File: src/rtl/i2s_pkg.sv
// Purpose: shared types and constants for the I2S transmit path.
// Latency: n/a (declarations only).
// Backpressure: n/a (declarations only).
//
// Contents:
//   SLOT_WIDTH   - default I2S slot width in bit clocks
//   FRAME_BITS   - default frame length (left slot + right slot)
//   fill_state_t - staging FSM state for the frame stager
//   sample_t     - default-width two's complement audio sample
package i2s_pkg;

    localparam int SLOT_WIDTH = 16;
    localparam int FRAME_BITS = 32;

    typedef enum logic [1:0] {
        WAIT_L = 2'd0,
        WAIT_R = 2'd1,
        FULL   = 2'd2
    } fill_state_t;

    typedef logic signed [SLOT_WIDTH-1:0] sample_t;

endpackage

File: src/rtl/i2s_frame_stager.sv
// Purpose: pops samples from the CDC FIFO and stages one L/R pair for the next frame.
// Latency: a popped word is visible on stagedL/stagedR one cycle after the pop edge.
// Backpressure: no pops while a full pair is staged; the FIFO simply holds its data.
//
// Ports:
//   clkI2SBit  - I2S bit clock, rising edge
//   rstI2S     - asynchronous active-high reset
//   pkt        - FIFO read data
//   pktValid   - FIFO non-empty
//   frameLatch - the top-level frame register loads on this edge
//   pktRead    - pop strobe (combinational)
//   stagedFull - a complete pair is staged
//   stagedL/R  - staged left / right samples
module i2s_frame_stager
    import i2s_pkg::*;
#(
    parameter int PKT_WIDTH = SLOT_WIDTH,
    parameter bit STEREO    = 1'b1
) (
    input  logic                 clkI2SBit,
    input  logic                 rstI2S,
    input  logic [PKT_WIDTH-1:0] pkt,
    input  logic                 pktValid,
    input  logic                 frameLatch,
    output logic                 pktRead,
    output logic                 stagedFull,
    output logic [PKT_WIDTH-1:0] stagedL,
    output logic [PKT_WIDTH-1:0] stagedR
);

    fill_state_t state;
    fill_state_t stateNext;

    always_ff @(posedge clkI2SBit or posedge rstI2S) begin
        if (rstI2S) begin
            state <= WAIT_L;
        end else begin
            state <= stateNext;
        end
    end

    // A pop is suppressed while in reset so nothing leaves the FIFO
    // that the staging registers could not keep.
    always_comb begin
        stateNext = state;
        pktRead   = pktValid && (state != FULL) && !rstI2S;
        if (frameLatch) begin
            // The latch always re-aligns to the left channel. A word popped
            // in this same cycle while not full belongs to the underrun and
            // is dropped here.
            stateNext = WAIT_L;
        end else if (pktRead) begin
            case (state)
                WAIT_L:  stateNext = STEREO ? WAIT_R : FULL;
                WAIT_R:  stateNext = FULL;
                default: stateNext = state;
            endcase
        end
    end

    always_ff @(posedge clkI2SBit or posedge rstI2S) begin
        if (rstI2S) begin
            stagedL <= '0;
            stagedR <= '0;
        end else if (pktRead && !frameLatch) begin
            if (state == WAIT_L) begin
                stagedL <= pkt;
                // Mono streams feed the same sample to both channels.
                if (!STEREO) begin
                    stagedR <= pkt;
                end
            end else if (state == WAIT_R) begin
                stagedR <= pkt;
            end
        end
    end

    assign stagedFull = (state == FULL);

endmodule

File: src/rtl/i2s_tx_serializer.sv
// Purpose: serialises staged L/R samples onto the I2S DAC interface (ws/sd) with underrun detection.
// Latency: a sample staged before the last slot of a frame starts on sd_o 2 cycles later (slot 1).
// Backpressure: pops only while staging has room; a frame without a full pair is muted and counted.
//
// Ports:
//   clkI2SBit_i   - I2S bit clock, all logic on the rising edge
//   rstI2S_i      - asynchronous active-high reset
//   pkt_i         - FIFO read data (two's complement)
//   pktValid_i    - FIFO non-empty
//   pktRead_o     - pop strobe, combinational
//   ws_o          - word select, 0 = left, 1 = right
//   sd_o          - serial data, MSB first, one bit after the ws edge
//   frameStart_o  - one-cycle pulse in slot 0
//   underrun_o    - one-cycle pulse in slot 0 of a muted frame
//   underrunCnt_o - saturating underrun count
module i2s_tx_serializer
    import i2s_pkg::*;
#(
    parameter int PKT_WIDTH  = SLOT_WIDTH,
    parameter bit STEREO     = 1'b1,
    parameter int UCNT_WIDTH = 8
) (
    input  logic                  clkI2SBit_i,
    input  logic                  rstI2S_i,
    input  logic [PKT_WIDTH-1:0]  pkt_i,
    input  logic                  pktValid_i,
    output logic                  pktRead_o,
    output logic                  ws_o,
    output logic                  sd_o,
    output logic                  frameStart_o,
    output logic                  underrun_o,
    output logic [UCNT_WIDTH-1:0] underrunCnt_o
);

    localparam int FB = 2 * PKT_WIDTH;
    localparam int SW = $clog2(FB);

    logic [SW-1:0]        slot;
    logic [SW-1:0]        slotNext;
    logic [SW-1:0]        sdIdx;
    logic [FB-1:0]        frameQ;
    logic                 frameLatch;
    logic                 stagedFull;
    logic [PKT_WIDTH-1:0] stagedL;
    logic [PKT_WIDTH-1:0] stagedR;

    assign frameLatch = (slot == SW'(FB - 1));
    assign slotNext   = frameLatch ? '0 : slot + 1'b1;
    // Bit driven out during the next slot: frame bit (FB-1-slot) lands
    // one slot late, which yields the I2S one-bit delay after ws.
    assign sdIdx      = SW'(FB - 1) - slot;

    i2s_frame_stager #(
        .PKT_WIDTH (PKT_WIDTH),
        .STEREO    (STEREO)
    ) u_stager (
        .clkI2SBit  (clkI2SBit_i),
        .rstI2S     (rstI2S_i),
        .pkt        (pkt_i),
        .pktValid   (pktValid_i),
        .frameLatch (frameLatch),
        .pktRead    (pktRead_o),
        .stagedFull (stagedFull),
        .stagedL    (stagedL),
        .stagedR    (stagedR)
    );

    // Slot counter and registered frame-timing outputs. ws_o and
    // frameStart_o are decoded from the next slot so they are aligned
    // with the slot they describe.
    always_ff @(posedge clkI2SBit_i or posedge rstI2S_i) begin
        if (rstI2S_i) begin
            slot         <= '0;
            ws_o         <= 1'b0;
            frameStart_o <= 1'b0;
            sd_o         <= 1'b0;
        end else begin
            slot         <= slotNext;
            ws_o         <= (slotNext >= SW'(PKT_WIDTH));
            frameStart_o <= (slotNext == '0);
            // Uses the frame register before a same-edge reload, so the
            // previous right LSB still goes out in slot 0.
            sd_o         <= frameQ[sdIdx];
        end
    end

    // Frame register: takes the staged pair at the end of each frame,
    // or mutes when the pair is incomplete.
    always_ff @(posedge clkI2SBit_i or posedge rstI2S_i) begin
        if (rstI2S_i) begin
            frameQ <= '0;
        end else if (frameLatch) begin
            frameQ <= stagedFull ? {stagedL, stagedR} : '0;
        end
    end

    // Underrun pulse lines up with frameStart_o; the counter holds at all-ones.
    always_ff @(posedge clkI2SBit_i or posedge rstI2S_i) begin
        if (rstI2S_i) begin
            underrun_o    <= 1'b0;
            underrunCnt_o <= '0;
        end else begin
            underrun_o <= frameLatch && !stagedFull;
            if (frameLatch && !stagedFull && (underrunCnt_o != '1)) begin
                underrunCnt_o <= underrunCnt_o + 1'b1;
            end
        end
    end

endmodule
File: config.mk
export PLATFORM = sky130hd
export DESIGN_NAME = i2s_tx_serializer
export DESIGN_NICKNAME = d
export VERILOG_FILES = /design/src/rtl/i2s_pkg.sv /design/src/rtl/i2s_frame_stager.sv /design/src/rtl/i2s_tx_serializer.sv
export SDC_FILE = /design/constraint.sdc
export NUM_CORES = 1
export LEC_CHECK = 0
export CELL_PAD_IN_SITES_DETAIL_PLACEMENT = 2
export CELL_PAD_IN_SITES_GLOBAL_PLACEMENT = 2
export CORE_MARGIN = 8
export CORE_UTILIZATION = 43
export CTS_CLUSTER_SIZE = 10
export DETAILED_ROUTE_END_ITERATION = 8
export PLACE_DENSITY_LB_ADDON = 0.1
export SLEW_MARGIN = 30
export SYNTH_ARGS = -nofsm -noshare
export SYNTH_HDL_FRONTEND = slang
export SYNTH_SLANG_ARGS = --single-unit
File: constraint.sdc
create_clock -name clkI2SBit_i -period 5.8 [get_ports clkI2SBit_i]
set_input_delay 0.87 -clock clkI2SBit_i [delete_from_list [all_inputs] [get_ports clkI2SBit_i]]
set_output_delay 0.87 -clock clkI2SBit_i [all_outputs]
set_load 0.05 [all_outputs]
# Yosys cells after proc, flatten, opt, wreduce, memory -nomap -nowiden
# Cells that the tools add are included.
[totals] ff_bits=83 inputBits=19 out_inout_bits=13 word_cells=43
[op_classes] addsub=3 order_cmp=2 eq_ne=5 muxes=7 n_bitwise=1 reduce_logical=15
[ops] op="32-bit two-way mux" count=1
[ops] op="8-bit by 1-bit adder with 8-bit output (second input constant)" count=1
[ops] op="8-bit inequality test (second input constant)" count=1
[ops] op="5-bit by 6-bit < comparator with 1-bit output (second input constant)" count=1
[ops] op="5-bit by 1-bit adder with 5-bit output (second input constant)" count=1
[ops] op="1-bit binary-select mux with 5-bit select" count=1
[ops] op="5-bit equality test (second input constant)" count=1
[ops] op="5-bit >= comparator (second input constant)" count=1
[ops] op="1-bit logical AND" count=5
[ops] op="5-bit zero test" count=1
[ops] op="5-bit two-way mux" count=1
[ops] op="5-bit subtractor (first input constant)" count=1
[ops] op="2-bit two-way mux" count=2
[ops] op="2-bit one-hot mux with 2 select lines" count=1
[ops] op="2-bit AND reduction" count=2
[ops] op="1-bit zero test" count=3
[ops] op="3-bit AND reduction" count=1
[ops] op="3-bit nonzero test" count=1
[ops] op="2-bit by 1-bit equality test with 1-bit output (second input constant)" count=1
[ops] op="2-bit equality test (second input constant)" count=1
[ops] op="2-bit zero test" count=1
[ops] op="2-bit inequality test (second input constant)" count=1
[ops] op="2-bit nonzero test" count=1
[ops] op="1-bit two-way mux" count=1
[ops] op="1-bit NOT" count=1

# Depth between registers and ports, before layout
# Gate-level depths: netlist of the first run.
[depth] ltp_word=5 mapped_depth=8 mapped_depth_nobuf=7

# Cells and area by module
# Synthesis of the first run repeated with hierarchy kept, for this count alone.
[unflattened] hier_cells=255 area_unflattened_um2=3475.8
[modules_own_cells] module="i2s_tx_serializer" n_inst=1 cells_per_inst=176 area_each_um2=2115.8 seq_area_each_um2=1201.2
[modules_own_cells] module="i2s_frame_stager" n_inst=1 cells_per_inst=79 area_each_um2=1360.1 seq_area_each_um2=850.8

# Worst setup path after synthesis of the first run
# No wires, ideal clock.
[synth_timing] path_type="input to output" start="input rstI2S_i" end="output pktRead_o" arrival_ps=2452 t_required_ps=4930 setup_slack_ps=2478 stages=2 path_buffers=0 path_cell_list="inv_2 -> and3_1"
[synth_between] elab_chain_cells=2
[synth_lines] item="start, declared" line_no="i2s_tx_serializer.sv:24" text="input logic rstI2S_i,"
[synth_lines] item="1-bit zero test" line_no="i2s_frame_stager.sv:46" text="pktRead = pktValid && (state != FULL) && !rstI2S;"
[synth_lines] item="1-bit logical AND" line_no="i2s_frame_stager.sv:46"
[synth_lines] item="end, declared" line_no="i2s_tx_serializer.sv:27" text="output logic pktRead_o,"
# No other way between the ends.

# Worst setup path in the final report of the first run
# Same ends and word-level chain as after synthesis.

==> results.txt, run 1 <==
----------------------------------------------------
[Clock tree]
  Number of buffers added by the clock tree synthesis step ... 9
  Insertion delay of the later-clocked pin in the worst-skew pair ... 0.36 ns
  Clock transition at the registers of the reported paths ... 0.09 ns
  CTS sink cnt ... 82
  Count of buffers added by post-CTS timing repair for setup ... 0
  Depth of the CTS H-tree ... 3
  Resize count post-CTS ... 0
  Number of buffers inserted for hold repair after clock tree synthesis ... 0
  Buffer depth of the longest clock path ... 2
  CTS tree ... yes
  Clock Root Buffer ... sky130_fd_sc_hd__clkbuf_8

[GRT]
  Sum of overflow across all layers after global routing ... 0
  All-Layer GR Usage ... 15.0%
  Antenna violations before repair ... 0
  Maximum number of pins on one net before global-route repair ... 68
  Number of global-route vias before repair ... 2450
  First-pass GRT wire length ... 13200 µm

[Detailed routing]
  Routed Antenna Nets ... 0
  First-pass iteration count of the detailed router ... 4
  Total Routed Length ... 7730 µm
  Routed len/inst ... 19.8 µm
  Vias per cell ... 5.46
  Post-route DRC ... 0
  DRT iter0 DRCs ... 52
  DR vias ... 2136

[Power and ir drop]
  Clock network fraction of design power ... 22.8%
  Leakage power summed over all cells ... 1.86 nW
  Power per Cell Area ... 425 nW/µm²
  Total power of the final layout ... 0.00171 W
  Fraction of power spent switching nets ... 30.1%
  Internal power ... 0.00120 W
  Worst supply voltage drop on vdd ... 225 µV
  Switching power ... 0.000514 W
  Portion of total power attributed to sequential cells ... 54.8%
  Combinational fraction of design power ... 22.4%

[Final layout]
  Final non-filler cell area ... 4020 µm²
  Diode insertion count for antenna repair ... 0
  Fraction of final layout cells with drive strength greater than 1 ... 22.1%
  Layout area overhead ... 17.3%
  Most frequent cells in the layout ... sky130_fd_sc_hd__dfrtp_1 (82), sky130_fd_sc_hd__mux2_2 (32), sky130_fd_sc_hd__clkdlybuf4s50_1 (31), sky130_fd_sc_hd__a22o_1 (30), sky130_fd_sc_hd__mux2i_1 (12)
  Most frequent standard cell in the layout excluding fill and tap cells ... sky130_fd_sc_hd__dfrtp_1
  Final #Nets ... 307

[Yosys]
  Synth unique cells ... 35
  Sequential fraction of the synthesis area ... 59.8%
  Post-Synthesis Net Count ... 272
  Number of register bits inferred by synthesis ... 82
  YS warnings ... 0
  Cell Area, Synth ... 3430 µm²
  Count of mapped cells out of synthesis ... 249
  Synthesized area divided by synthesized cell count ... 13.8 µm²

[Status]
  Run status ... completed

[Critical path]
  Maximum fanout encountered on the critical timing path ... 19
  Worst Setup Path Type ... in -> out
  Worst path arrival time ... 2.63 ns
  Startpoint of the most critical setup path ... rstI2S_i
  Critical path startpoint category ... input port
  R2R Path Start ... slot[0]
  Kind of end point of the critical path ... output pin
  Critical path data required time ... 4.93 ns

[Timing]
  Total negative slack for setup checks ... 0 ns
  Final Setup Violations ... 0
  Final max-slew violation count ... 0
  Highest achievable clock rate ... 0.285 GHz
  Worst slew margin ... 43.7%
  Slew @ Worst Pin ... 0.844 ns
  Setup clock skew after layout ... 0.0158 ns
  Final worst-path cycle share ... 60.4%
  Fin crit period ... 3.50 ns
  Final number of hold-violating endpoints ... 0
  RSZ-0062 raised after global routing ... false
  Hold WS ... 0.496 ns

[Placed design]
  Count of input and output buffers ... 31
  Total placed instance area ... 3830 µm²
  DP HPWL ... 5400 µm
  Final weighted congestion of routability-driven global placement ... 0.705

[Floorplanning]
  Starting density of the core ... 44.4%
  Standard-cell row count ... 32
  Die area ... 11100 µm²
  Core Footprint ... 7730 µm²
  Top Ports ... 32
  Die Wd ... 105 µm
  Chip Height ... 105 µm

[Run]
  MaxCap Viol Count ... 0

[Worst hold path]
  Source of the worst hold timing path ... u_stager.stagedL[2]
  Worst min-delay path category ... reg -> reg

----------------------------------------------------
==> synth_stat cells <==
master	count	share of area (%)
sky130_fd_sc_hd__xnor2_1	5	1.3
sky130_fd_sc_hd__and3_1	4	0.73
sky130_fd_sc_hd__o211ai_1	4	0.88
sky130_fd_sc_hd__nor2_2	1	0.18
sky130_fd_sc_hd__nor4b_1	1	0.26
sky130_fd_sc_hd__mux2_2	32	11
sky130_fd_sc_hd__nand4_1	3	0.55
sky130_fd_sc_hd__ha_1	4	1.5
sky130_fd_sc_hd__a31oi_1	4	0.73
sky130_fd_sc_hd__a31oi_4	1	0.62
sky130_fd_sc_hd__nor4_4	1	0.62
sky130_fd_sc_hd__and2_4	1	0.26
sky130_fd_sc_hd__inv_2	1	0.11
sky130_fd_sc_hd__dfrtp_1	82	60
sky130_fd_sc_hd__a311oi_1	2	0.51
sky130_fd_sc_hd__and4_1	3	0.77
sky130_fd_sc_hd__nand3_1	4	0.58
sky130_fd_sc_hd__buf_6	3	0.98
sky130_fd_sc_hd__buf_2	7	1.0
sky130_fd_sc_hd__a22o_1	30	7.7
sky130_fd_sc_hd__nor2_1	7	0.77
sky130_fd_sc_hd__a22oi_1	2	0.44
sky130_fd_sc_hd__mux2i_1	12	3.5
sky130_fd_sc_hd__nand2_2	2	0.36
sky130_fd_sc_hd__nor2b_1	2	0.36
sky130_fd_sc_hd__nand2_1	9	0.98
sky130_fd_sc_hd__o21ai_0	2	0.29
sky130_fd_sc_hd__nand3_2	1	0.29
sky130_fd_sc_hd__o21ai_1	2	0.29
sky130_fd_sc_hd__mux2_4	1	0.44
sky130_fd_sc_hd__inv_1	7	0.77
sky130_fd_sc_hd__xor2_1	5	1.3
sky130_fd_sc_hd__a21oi_1	1	0.15
sky130_fd_sc_hd__clkbuf_1	2	0.22
sky130_fd_sc_hd__or2b_4	1	0.33
==> state kept, by name, summed over array words and instances, names as in the netlist <==
register / cells
frameQ: 32
frameStart_o: 1
sd_o: 1
slot: 5
u_stager.stagedL: 16
u_stager.stagedR: 16
u_stager.state: 2
underrunCnt_o: 8
underrun_o: 1
==> critical path, stage by stage <==
cell,delay [ns]
sky130_fd_sc_hd__clkdlybuf4s50_1,0.48
sky130_fd_sc_hd__clkinv_2,0.29
sky130_fd_sc_hd__and3_1,0.29
sky130_fd_sc_hd__clkdlybuf4s50_1,0.69
==> through the flow <==
stage / worst slack, ns / util, % / cells
2_1_floorplan: 2.48 / - / 249
3_3_place_gp: 2.23 / 49.4 / 373
3_5_place_dp: 2.20 / 49.6 / 375
4_1_cts: 2.13 / 52.0 / 391
5_1_grt: 2.13 / 52.0 / 391
6_report: 2.30 / 52.0 / 391
==> logic make-up (layout without fill, tap and decap cells) <==
| logic type | after synthesis | in the layout | synth area share, % |
|---|---|---|---|
| buffers and inverters | 20 | 60 | 3.10 |
| AND/OR/NAND/NOR | 40 | 40 | 7.04 |
| adder cells (fa/ha/maj) | 4 | 4 | 1.46 |
| flip-flops | 82 | 82 | 59.8 |
| XOR/XNOR | 10 | 10 | 2.55 |
| multiplexers | 45 | 45 | 14.4 |
| AO/OA/AOI/OAI | 48 | 48 | 11.6 |
==> power groups by stage <==
stage                     registers, W  clock network (W)  logic, W
after floorplan               0.000914                  0  0.000284
after global placement        0.000939                  0  0.000364
after detailed placement      0.000951                  0  0.000390
after CTS                     0.000942           0.000406  0.000392
after global routing          0.000966           0.000423  0.000422
final                         0.000937           0.000391  0.000383
==> worst paths after layout <==
kind	end	slack, ns	depth (start not counted)
max in group asynchronous	frameQ[0]	3.86	3
min in group asynchronous	u_stager.stagedR[8]	0.78	2
min reg2reg	frameQ[18]	0.50	1
max reg2reg	frameQ[11]	2.45	9
min	frameQ[18]	0.50	1
max	pktRead_o	2.30	4
==> layer usage <==
metal / share of wire, % / track usage (%) / vias to the layer above
li1: - / - / 981
met1: 46 / 18.9 / 1112
met2: 50 / 24.6 / 32
met3: 3.0 / 3.71 / 11
met4: 1.2 / 5.20 / 0
met5: 0 / 0 / -
==> final cells by class <==
type,count,area (µm²)
tap,102,128
inverter,8,31.3
sequential,82,2050
timing repair buffer,36,352
fill,738,3710
multi-input combinational,147,1270
clock buffer,10,138
clock inverter,6,50.0
(Power assumes the default switching activity.)
==> run 2: changes to the inputs <==
CORE_UTILIZATION = 40   (was 43)
clock period = 3.5 ns   (was 5.8 ns; I/O delays follow)
==> results.txt, run 2 (same netlist as run 1, synthesis figures left out) <==
----------------------------------------------------
[Status]
  Run status ... completed

[Clock tree]
  CTS tree ... yes
  Number of buffers added by the clock tree synthesis step ... 9
  CTS sink cnt ... 82
  Depth of the CTS H-tree ... 3
  Buffer depth of the longest clock path ... 2
  Clock Root Buffer ... sky130_fd_sc_hd__clkbuf_8
  Clock transition at the registers of the reported paths ... 0.08 ns
  Number of buffers inserted for hold repair after clock tree synthesis ... 0
  Resize count post-CTS ... 0
  Insertion delay of the later-clocked pin in the worst-skew pair ... 0.35 ns
  Count of buffers added by post-CTS timing repair for setup ... 0

[Power and ir drop]
  Portion of total power attributed to sequential cells ... 53.5%
  Switching power ... 0.000832 W
  Power per Cell Area ... 711 nW/µm²
  Worst supply voltage drop on vdd ... 337 µV
  Internal power ... 0.00205 W
  Clock network fraction of design power ... 24.5%
  Fraction of power spent switching nets ... 28.9%
  Leakage power summed over all cells ... 1.87 nW
  Total power of the final layout ... 0.00288 W
  Combinational fraction of design power ... 22.1%

[Timing]
  Worst slew margin ... 48.3%
  Highest achievable clock rate ... 0.395 GHz
  Slew @ Worst Pin ... 0.776 ns
  Hold WS ... 0.495 ns
  Setup clock skew after layout ... 0.00874 ns
  RSZ-0062 raised after global routing ... false
  Final worst-path cycle share ... 72.3%
  Final max-slew violation count ... 0
  Final Setup Violations ... 0
  Fin crit period ... 2.53 ns
  Setup slack of the critical path after layout ... 0.970 ns
  Total negative slack for setup checks ... 0 ns
  Final number of hold-violating endpoints ... 0

[GRT]
  First-pass GRT wire length ... 12700 µm
  Number of global-route vias before repair ... 2392
  All-Layer GR Usage ... 13.9%
  Antenna violations before repair ... 0
  Sum of overflow across all layers after global routing ... 0
  Maximum number of pins on one net before global-route repair ... 84

[Critical path]
  Number of buffers and inverters on the critical path ... 2
  Max incr delay on CP ... 0.80 ns
  Kind of end point of the critical path ... output pin
  Critical path startpoint category ... input port
  Most numerous cell on the critical path ... sky130_fd_sc_hd__clkdlybuf4s50_1
  Crit Reg-Reg Endpoint ... u_stager.stagedL[10]
  Maximum fanout encountered on the critical timing path ... 3
  R2R Path Start ... slot[1]
  Worst path arrival time ... 2.00 ns
  Startpoint of the most critical setup path ... pktValid_i
  Critical-path cell list ... clkdlybuf4s50_1 > and3_1 > clkdlybuf4s50_1
  Critical path data required time ... 2.97 ns
  Setup slack on the worst flop-to-flop path ... 1.06 ns
  Crit path max-delay cell type ... sky130_fd_sc_hd__clkdlybuf4s50_1
  Worst Setup Path Type ... in -> out
  Reg2Reg Depth ... 7
  Family with the most delay on the worst path ... buffers and inverters

[Final layout]
  Final #Nets ... 308
  Register bank with the most flops ... frameQ
  Final non-filler cell area ... 4050 µm²
  Most frequent standard cell in the layout excluding fill and tap cells ... sky130_fd_sc_hd__dfrtp_1
  Most frequent cells in the layout ... sky130_fd_sc_hd__dfrtp_1 (82), sky130_fd_sc_hd__mux2_2 (32), sky130_fd_sc_hd__clkdlybuf4s50_1 (31), sky130_fd_sc_hd__a22o_1 (30), sky130_fd_sc_hd__mux2i_1 (12)
  Fraction of final layout cells with drive strength greater than 1 ... 22.1%
  Layout area overhead ... 18.1%
  Max reg flops ... 32
  Largest registers in the final layout ... frameQ (32), u_stager.stagedL (16), u_stager.stagedR (16)
  Diode insertion count for antenna repair ... 0
  Filler cell count ... 818

[Detailed routing]
  Routed len/inst ... 19.1 µm
  Total Routed Length ... 7530 µm
  DR vias ... 2151
  Post-route DRC ... 0
  DRT iter0 DRCs ... 48
  Routed length on met1 ... 3490 µm
  Top layer in use ... met4
  First-pass iteration count of the detailed router ... 4
  Routed Antenna Nets ... 0
  Vias per cell ... 5.45
  Amount of wire on met2 after detailed routing ... 3700 µm
  Met3 routed wirelength ... 218 µm

[Placed design]
  Final weighted congestion of routability-driven global placement ... 0.695
  Total placed instance area ... 3840 µm²
  Place WS ... 0.973 ns
  DP HPWL ... 4880 µm
  Count of input and output buffers ... 31

[Floorplanning]
  Die Wd ... 109 µm
  Top Ports ... 32
  Core Footprint ... 8260 µm²
  Die area ... 11800 µm²
  Starting density of the core ... 41.5%
  Chip Height ... 109 µm
  Standard-cell row count ... 33

[Worst hold path]
  Worst min-delay path category ... reg -> reg
  Source of the worst hold timing path ... u_stager.stagedR[3]
  Depth of the worst hold-timing path ... 2
  Worst Hold End ... frameQ[3]

[Run]
  MaxCap Viol Count ... 0

----------------------------------------------------
## run 2: area by class of cell
| class | instances | area [µm²] | share of cell area [%] |
|---|---|---|---|
| repair buffers | 37 | 359 | 8.87 |
| multi-input cells | 147 | 1270 | 31.4 |
| inverters | 8 | 31.3 | 0.773 |
| clock buffers | 10 | 138 | 3.40 |
| flip-flops and latches | 82 | 2050 | 50.7 |
| clock inverters | 6 | 66.3 | 1.64 |
| well taps | 105 | 131 | 3.24 |
## run 2: power groups by stage
stage / Sequential, W / Combinational (W) / Clock (W)
global placement: 0.00155 / 0.000608 / 0
global route: 0.00159 / 0.000698 / 0.000757
floorplan: 0.00152 / 0.000470 / 0
finish: 0.00154 / 0.000636 / 0.000704
detailed placement: 0.00156 / 0.000641 / 0
CTS: 0.00155 / 0.000652 / 0.000722
## run 2: worst reg2reg max path, cell delays in order (launching register included)
cell and delay [ns]:
sky130_fd_sc_hd__dfrtp_1 0.50, sky130_fd_sc_hd__ha_1 0.26, sky130_fd_sc_hd__and3_1 0.18, sky130_fd_sc_hd__ha_1 0.21, sky130_fd_sc_hd__buf_4 0.20, sky130_fd_sc_hd__nor4_4 0.28
sky130_fd_sc_hd__buf_4 0.32, sky130_fd_sc_hd__mux2_2 0.38
## run 2: worst max-delay path by stage
stage | end | cells after the start
floorplan | u_stager.stagedL[0] | 5
global placement | pktRead_o | 3
detailed placement | pktRead_o | 3
CTS | pktRead_o | 3
global route | pktRead_o | 3
finish | pktRead_o | 3
## run 2: per-stage QoR
stage	cells	util, %
final	395	49.0
after global routing	395	49.0
after CTS	395	49.0
after detailed placement	379	46.6
after global placement	379	46.5
after floorplan	249	-
## run 2: routing by layer
metal	vias up	track usage, %
met1	1128	17.8
met3	11	2.56
met5	-	0
met4	0	5.87
met2	26	22.5
li1	986	-
